$ cat src/rtl/vga_timing_gen_if.sv
// Pixel-coordinate bundle shared between the raster timing generator and
// the sprite/background drawers that consume it.
interface vga_timing_gen_if;
  logic [9:0] DrawX;
  logic [9:0] DrawY;
  logic       blank;
  logic       hs;
  logic       vs;
  logic       frame_start;
  logic [7:0] frame_count;

  // Timing generator side: produces coordinates, syncs and frame strobe
  modport master (
    output DrawX,
    output DrawY,
    output blank,
    output hs,
    output vs,
    output frame_start,
    output frame_count
  );

  // Drawer side: consumes coordinates, syncs and frame strobe
  modport slave (
    input DrawX,
    input DrawY,
    input blank,
    input hs,
    input vs,
    input frame_start,
    input frame_count
  );
endinterface

$ cat src/rtl/vga_timing_gen.sv
// Raster timing generator: scans an H_TOTAL x V_TOTAL frame one pixel per
// vga_clk, decodes the visible window and the sync pulses, and delays the
// syncs so they line up with drawer colour that lags the coordinates.
module vga_timing_gen #(
  parameter int H_VISIBLE  = 640,
  parameter int H_FRONT    = 16,
  parameter int H_SYNC     = 96,
  parameter int H_BACK     = 48,
  parameter int V_VISIBLE  = 480,
  parameter int V_FRONT    = 10,
  parameter int V_SYNC     = 2,
  parameter int V_BACK     = 33,
  parameter int SYNC_DELAY = 2
) (
  input logic vga_clk,
  input logic reset,
  vga_timing_gen_if.master vga
);

  localparam int H_TOTAL = H_VISIBLE + H_FRONT + H_SYNC + H_BACK;
  localparam int V_TOTAL = V_VISIBLE + V_FRONT + V_SYNC + V_BACK;

  localparam logic [9:0] H_LAST = 10'(H_TOTAL - 1);
  localparam logic [9:0] V_LAST = 10'(V_TOTAL - 1);

  // Decode bounds are 11 bits wide so an end bound of 1024 still compares
  // correctly against the zero-extended 10-bit counters.
  localparam logic [10:0] H_VIS_END  = 11'(H_VISIBLE);
  localparam logic [10:0] V_VIS_END  = 11'(V_VISIBLE);
  localparam logic [10:0] HS_START   = 11'(H_VISIBLE + H_FRONT);
  localparam logic [10:0] HS_END     = 11'(H_VISIBLE + H_FRONT + H_SYNC);
  localparam logic [10:0] VS_START   = 11'(V_VISIBLE + V_FRONT);
  localparam logic [10:0] VS_END     = 11'(V_VISIBLE + V_FRONT + V_SYNC);

  logic [9:0] draw_x_reg;
  logic [9:0] draw_y_reg;
  logic       frame_start_reg;
  logic [7:0] frame_count_reg;

  logic h_wrap;
  logic v_wrap;
  logic hsync_raw;
  logic vsync_raw;
  logic blank_dec;
  logic hs_out;
  logic vs_out;

  assign h_wrap = (draw_x_reg == H_LAST);
  assign v_wrap = (draw_y_reg == V_LAST);

  // Horizontal counter runs every cycle; vertical advances on each line wrap
  always_ff @(posedge vga_clk or posedge reset) begin
    if (reset) begin
      draw_x_reg <= 10'd0;
      draw_y_reg <= 10'd0;
    end else if (h_wrap) begin
      draw_x_reg <= 10'd0;
      draw_y_reg <= v_wrap ? 10'd0 : draw_y_reg + 10'd1;
    end else begin
      draw_x_reg <= draw_x_reg + 10'd1;
    end
  end

  // Frame strobe fires on the edge that wraps the raster back to (0,0),
  // so it is seen together with the new frame count in the (0,0) cycle
  always_ff @(posedge vga_clk or posedge reset) begin
    if (reset) begin
      frame_start_reg <= 1'b0;
      frame_count_reg <= 8'd0;
    end else begin
      frame_start_reg <= h_wrap && v_wrap;
      if (h_wrap && v_wrap) begin
        frame_count_reg <= frame_count_reg + 8'd1;
      end
    end
  end

  // Visible window and undelayed active-low sync pulses from the counters
  always_comb begin
    blank_dec = ({1'b0, draw_x_reg} < H_VIS_END) && ({1'b0, draw_y_reg} < V_VIS_END);
    hsync_raw = !(({1'b0, draw_x_reg} >= HS_START) && ({1'b0, draw_x_reg} < HS_END));
    vsync_raw = !(({1'b0, draw_y_reg} >= VS_START) && ({1'b0, draw_y_reg} < VS_END));
  end

  generate
    if (SYNC_DELAY == 0) begin : g_no_delay
      assign hs_out = hsync_raw;
      assign vs_out = vsync_raw;
    end else begin : g_delay
      logic [SYNC_DELAY-1:0] hs_pipe_reg;
      logic [SYNC_DELAY-1:0] vs_pipe_reg;

      // Shift the raw syncs so they match the drawer colour latency; the
      // idle (high) level is preloaded so no false pulse follows reset
      always_ff @(posedge vga_clk or posedge reset) begin
        if (reset) begin
          hs_pipe_reg <= '1;
          vs_pipe_reg <= '1;
        end else begin
          hs_pipe_reg <= SYNC_DELAY'({hs_pipe_reg, hsync_raw});
          vs_pipe_reg <= SYNC_DELAY'({vs_pipe_reg, vsync_raw});
        end
      end

      assign hs_out = hs_pipe_reg[SYNC_DELAY-1];
      assign vs_out = vs_pipe_reg[SYNC_DELAY-1];
    end
  endgenerate

  assign vga.DrawX       = draw_x_reg;
  assign vga.DrawY       = draw_y_reg;
  assign vga.blank       = blank_dec;
  assign vga.hs          = hs_out;
  assign vga.vs          = vs_out;
  assign vga.frame_start = frame_start_reg;
  assign vga.frame_count = frame_count_reg;

endmodule

$ cat src/flat_wrapper.sv
// flat-port wrapper written by rule: the top's interface ports become plain ports
module vga_timing_gen_flat 
#(
  parameter int H_VISIBLE  = 640,
  parameter int H_FRONT    = 16,
  parameter int H_SYNC     = 96,
  parameter int H_BACK     = 48,
  parameter int V_VISIBLE  = 480,
  parameter int V_FRONT    = 10,
  parameter int V_SYNC     = 2,
  parameter int V_BACK     = 33,
  parameter int SYNC_DELAY = 2
)
  (vga_clk, reset, vga_DrawX, vga_DrawY, vga_blank, vga_hs, vga_vs, vga_frame_start, vga_frame_count);
  vga_timing_gen_if vga_i ();
  input logic vga_clk;
  input logic reset;
  output wire logic [$bits(vga_i.DrawX)-1:0] vga_DrawX;
  output wire logic [$bits(vga_i.DrawY)-1:0] vga_DrawY;
  output wire logic [$bits(vga_i.blank)-1:0] vga_blank;
  output wire logic [$bits(vga_i.hs)-1:0] vga_hs;
  output wire logic [$bits(vga_i.vs)-1:0] vga_vs;
  output wire logic [$bits(vga_i.frame_start)-1:0] vga_frame_start;
  output wire logic [$bits(vga_i.frame_count)-1:0] vga_frame_count;
  assign vga_DrawX = vga_i.DrawX;
  assign vga_DrawY = vga_i.DrawY;
  assign vga_blank = vga_i.blank;
  assign vga_hs = vga_i.hs;
  assign vga_vs = vga_i.vs;
  assign vga_frame_start = vga_i.frame_start;
  assign vga_frame_count = vga_i.frame_count;
  vga_timing_gen #(.H_VISIBLE(H_VISIBLE), .H_FRONT(H_FRONT), .H_SYNC(H_SYNC), .H_BACK(H_BACK), .V_VISIBLE(V_VISIBLE), .V_FRONT(V_FRONT), .V_SYNC(V_SYNC), .V_BACK(V_BACK), .SYNC_DELAY(SYNC_DELAY)) u_core (.vga_clk(vga_clk), .reset(reset), .vga(vga_i));
endmodule
$ cat config.mk
export PLATFORM = sky130hd
export DESIGN_NAME = vga_timing_gen_flat
export DESIGN_NICKNAME = d
export VERILOG_FILES = /design/src/rtl/vga_timing_gen_if.sv /design/src/rtl/vga_timing_gen.sv /design/src/flat_wrapper.sv
export SDC_FILE = /design/constraint.sdc
export NUM_CORES = 1
export LEC_CHECK = 0
export ABC_AREA = 1
export CORE_ASPECT_RATIO = 2
export CORE_MARGIN = 1.5
export CORE_UTILIZATION = 27
export DETAILED_ROUTE_END_ITERATION = 12
export GPL_TIMING_DRIVEN = 0
export SYNTH_ARGS = -nofsm -noshare
export SYNTH_HDL_FRONTEND = slang
export SYNTH_SLANG_ARGS = --single-unit
$ cat constraint.sdc
create_clock -name vga_clk -period 1.61 [get_ports vga_clk]
set_clock_uncertainty 0.2 [all_clocks]
set_input_delay 0.483 -clock vga_clk [delete_from_list [all_inputs] [get_ports vga_clk]]
set_output_delay 0.483 -clock vga_clk [all_outputs]
set_load 0.02 [all_outputs]
==> impl_results.md <==
- Final-layout setup total negative slack: -1.31 ns
- Initial antenna violation count: 0
- TritonCTS clock tree: built
- Flip-flop and latch count after synthesis: 33
- Number of global-route vias before repair: 1,707
- Number of primary I/O pins: 34
- Synth-to-layout area growth: 53.0%
- Leading post-synthesis cells by cell area: dfrtp_1 39%, nand2_1 13%, inv_1 6.1%
- Syn avg cell area: 8.12 µm²
- Run status: finished, violations left
- Pwr Total: 1.85 mW
- GR Util All Layers: 14.3%
- Worst setup slack for register-to-register paths: -0.08 ns
- Net Sw Power: 0.364 mW
- Static leakage: 1.49 nW
- Starting density of the core: 27.8%
- Critical path launch point type: register
- Internal portion of total power: 1.49 mW
- Full die area: 0.00736 mm²
- Post-layout net count: 313
- Maximum buffer depth of the clock tree: 2
- Fraction of the cycle the final worst path needs: 124%
- Detail Route Antenna Nets: 0
- Worst slew pin tran: 0.732 ns
- Largest area contributor in the netlist: dfrtp_1
- Synthesized netlist cell count: 227
- Synth Area in Compound Gates: 2.78%
- R2r startpoint: u_core.vga.DrawY[1]$_DFFE_PP0N_
- Fraction of final layout cells sized beyond drive strength 1: 50.5%
- Post-Synth Simple-Gate Area: 37.4%
- Die width: 61.4 µm
- VDD IR max: 0.658 mV
- Placeable core region: 0.00662 mm²
- Std cell rows: 42
- Number of buffer cells added on primary ports: 33
- Detailed-route vias per instance: 4.26
- Clock power frac: 54.1%
- Worst-path clk slew: 0.05 ns
- Final hold violations: 0
- Worst Hold Class: reg2reg
- Half-perimeter wire length after placement: 3050 µm
- CP max FO: 4
- Setup repair after global routing missed its margin: yes
- Congestion Overflow GR: 0
- Finish-stage setup viols: 19
- Violation count after the first detailed-route iteration: 47
- Total wire length after detailed routing: 4670 µm
- Via count: 1,682
- Area share of the largest cell type after synthesis: 39.4%
- Fin crit period: 2.00 ns
- Crit path max-delay cell type: dfrtp_1
- # clock sinks: 33
- R2R depth: 10
- Post-Place Worst Slack: -0.796 ns
- Most common cell after layout, fill and taps aside: nand2_1
- Maximum operating frequency: 500 MHz
- Depth of the worst hold-timing path: 0
- Required time of the critical path: 0.93 ns
- CTS Root Buffer Type: clkbuf_16
- Crit end category: output port
- Endpoint of the worst hold path: u_core.g_delay.hs_pipe_reg[1]$_DFF_PP1_
- Relative slew slack: 51.1%
- Fraction of synthesized area in multiplexers: 0%
- Routability-driven placement congestion ratio: 0.778
- Worst-skew pair later-pin latency: 0.28 ns
- Arrival time of the worst setup path: 1.32 ns
- Count of max-cap constraint violations: 0
- Wire length of the first global-routing pass: 7670 µm
- CTS HTree Levels: 2
- Antenna cells: 0
- Number of warnings issued by yosys: 0
- Router iterations before antenna repair: 4
- Critical Path Max Stage Delay: 0.42 ns
- Hold_buf cts: 0
- Maximum number of pins on one net before global-route repair: 34
- Adder-Cell Fraction of Synth Area: 3.39%
- Kind of cell with the highest combined delay on the critical path: flip-flops
- Final critical-path setup slack: -0.390 ns
- Buffers & Inverters on Critical Path: 2
- Sequential cell area fraction in the yosys report: 45.1%
- Mean routed wirelength per cell: 11.8 µm
- PwrDens: 657 mW/mm²
- Start point of the worst min-delay path: u_core.g_delay.hs_pipe_reg[0]$_DFF_PP1_
- # placed instances: 348
- Share of total power in combinational logic: 1.0%
- Crit path cell chain: nand2_2 -> inv_4 -> nor4_4 -> buf_4
- Sequential fraction of design power: 44.9%
- Netlist cell types: 25
- Finished Layout Cells: 395
- Synthesized netlist net count: 234
- DR DRC count: 0
- Dominant combinational cell family by area after synthesis: simple AND/OR/NAND/NOR gates
- Inserted Clock Buffers: 5
- XOR/XNOR Fraction of Synth Area: 4.75%
- Commonest cells after routing, fill and taps aside: 53 x nand2_1, 35 x buf_4, 23 x inv_1
- Final count of pins violating max slew: 0
- Violations in the final reports: negative setup slack
- Share of total power consumed by net switching: 19.7%
- Critical path start-end classification: reg2out
- Vertical extent of the die: 120 µm
- Worst reg2reg endpoint: u_core.vga.frame_count[7]$_DFFE_PP0P_
- Synthesized cell area: 0.00184 mm²
## power by group through the flow
| stage | clock network (mW) | logic (mW) | registers, mW |
|---|---|---|---|
| final | 1.00 | 0.0194 | 0.831 |
| after global routing | 1.06 | 0.0243 | 0.830 |
| after CTS | 1.04 | 0.0218 | 0.830 |
| after detailed placement | 0 | 0.0207 | 0.845 |
| after global placement | 0 | 0.0203 | 0.845 |
| after floorplan | 0 | 0.0121 | 0.845 |
## final cells by class
cell class	count	area (µm²)
Fill cell	695	3800
Multi-Input combinational cell	162	1010
Sequential cell	33	851
Timing Repair Buffer	72	559
Clock buffer	7	153
Inverter	32	134
Tap cell	88	110
Clock inverter	1	5.00
## synthesized netlist by cell type
cell type	n
nor3_1	1
a21oi_1	4
nor2_2	4
nor4_1	1
xnor2_1	2
inv_1	30
nand3b_1	3
dfstp_2	4
nand2_1	66
nor2_4	8
ha_1	5
o22ai_1	1
o21ai_0	5
clkinv_2	1
nand3_1	13
nand4_1	3
xor2_1	8
nand3b_4	1
nand3_2	1
nand4_4	1
nor2_1	26
dfrtp_1	29
nor3_2	1
nand2_2	8
inv_2	1
## how the worst max path moves through the flow
| stage | start | depth (start not counted) | end |
|---|---|---|---|
| 5_1_grt | u_core.vga.DrawX[9]$_DFF_PP0_ | 4 | vga_blank |
| 4_1_cts | u_core.vga.DrawY[8]$_DFFE_PP0N_ | 4 | vga_blank |
| 6_report | u_core.vga.DrawX[8]$_DFF_PP0_ | 4 | vga_blank |
| 2_1_floorplan | u_core.vga.DrawY[6]$_DFFE_PP0N_ | 3 | vga_blank |
| 3_3_place_gp | reset | 2 | u_core.vga.DrawY[0]$_DFFE_PP0N_ |
| 3_5_place_dp | reset | 2 | u_core.vga.DrawY[0]$_DFFE_PP0N_ |
## cells by family after synthesis
logic type	count (synthesis)
AO/OA/AOI/OAI	10
XOR/XNOR	10
adder cells (fa/ha/maj)	5
buffers and inverters	32
flip-flops	33
AND/OR/NAND/NOR	137
## timing repair
item,CTS,global route
resized for setup,149,54
endpoints found under the setup margin,81,35
setup buffers,26,13
pin swaps,25,11
## layer usage
| metal | part of all wire [%] | GRT usage, % |
|---|---|---|
| met5 | 0 | 0 |
| met4 | 3.8 | 9.04 |
| met3 | 3.5 | 3.02 |
| met2 | 56 | 24.4 |
| met1 | 37 | 14.9 |
## stage by stage
| stage | cell area, µm² | util [%] | hold WS (ns) |
|---|---|---|---|
| after CTS | 2620 | 39.6 | 0.155 |
| final | 2820 | 42.6 | 0.153 |
| after floorplan | 1870 | - | 0.145 |
| after detailed placement | 2310 | 34.9 | 0.147 |
| after global placement | 2310 | 34.9 | 0.146 |
| after global routing | 2820 | 42.6 | 0.156 |
Power figures use the tool's default switching activity.
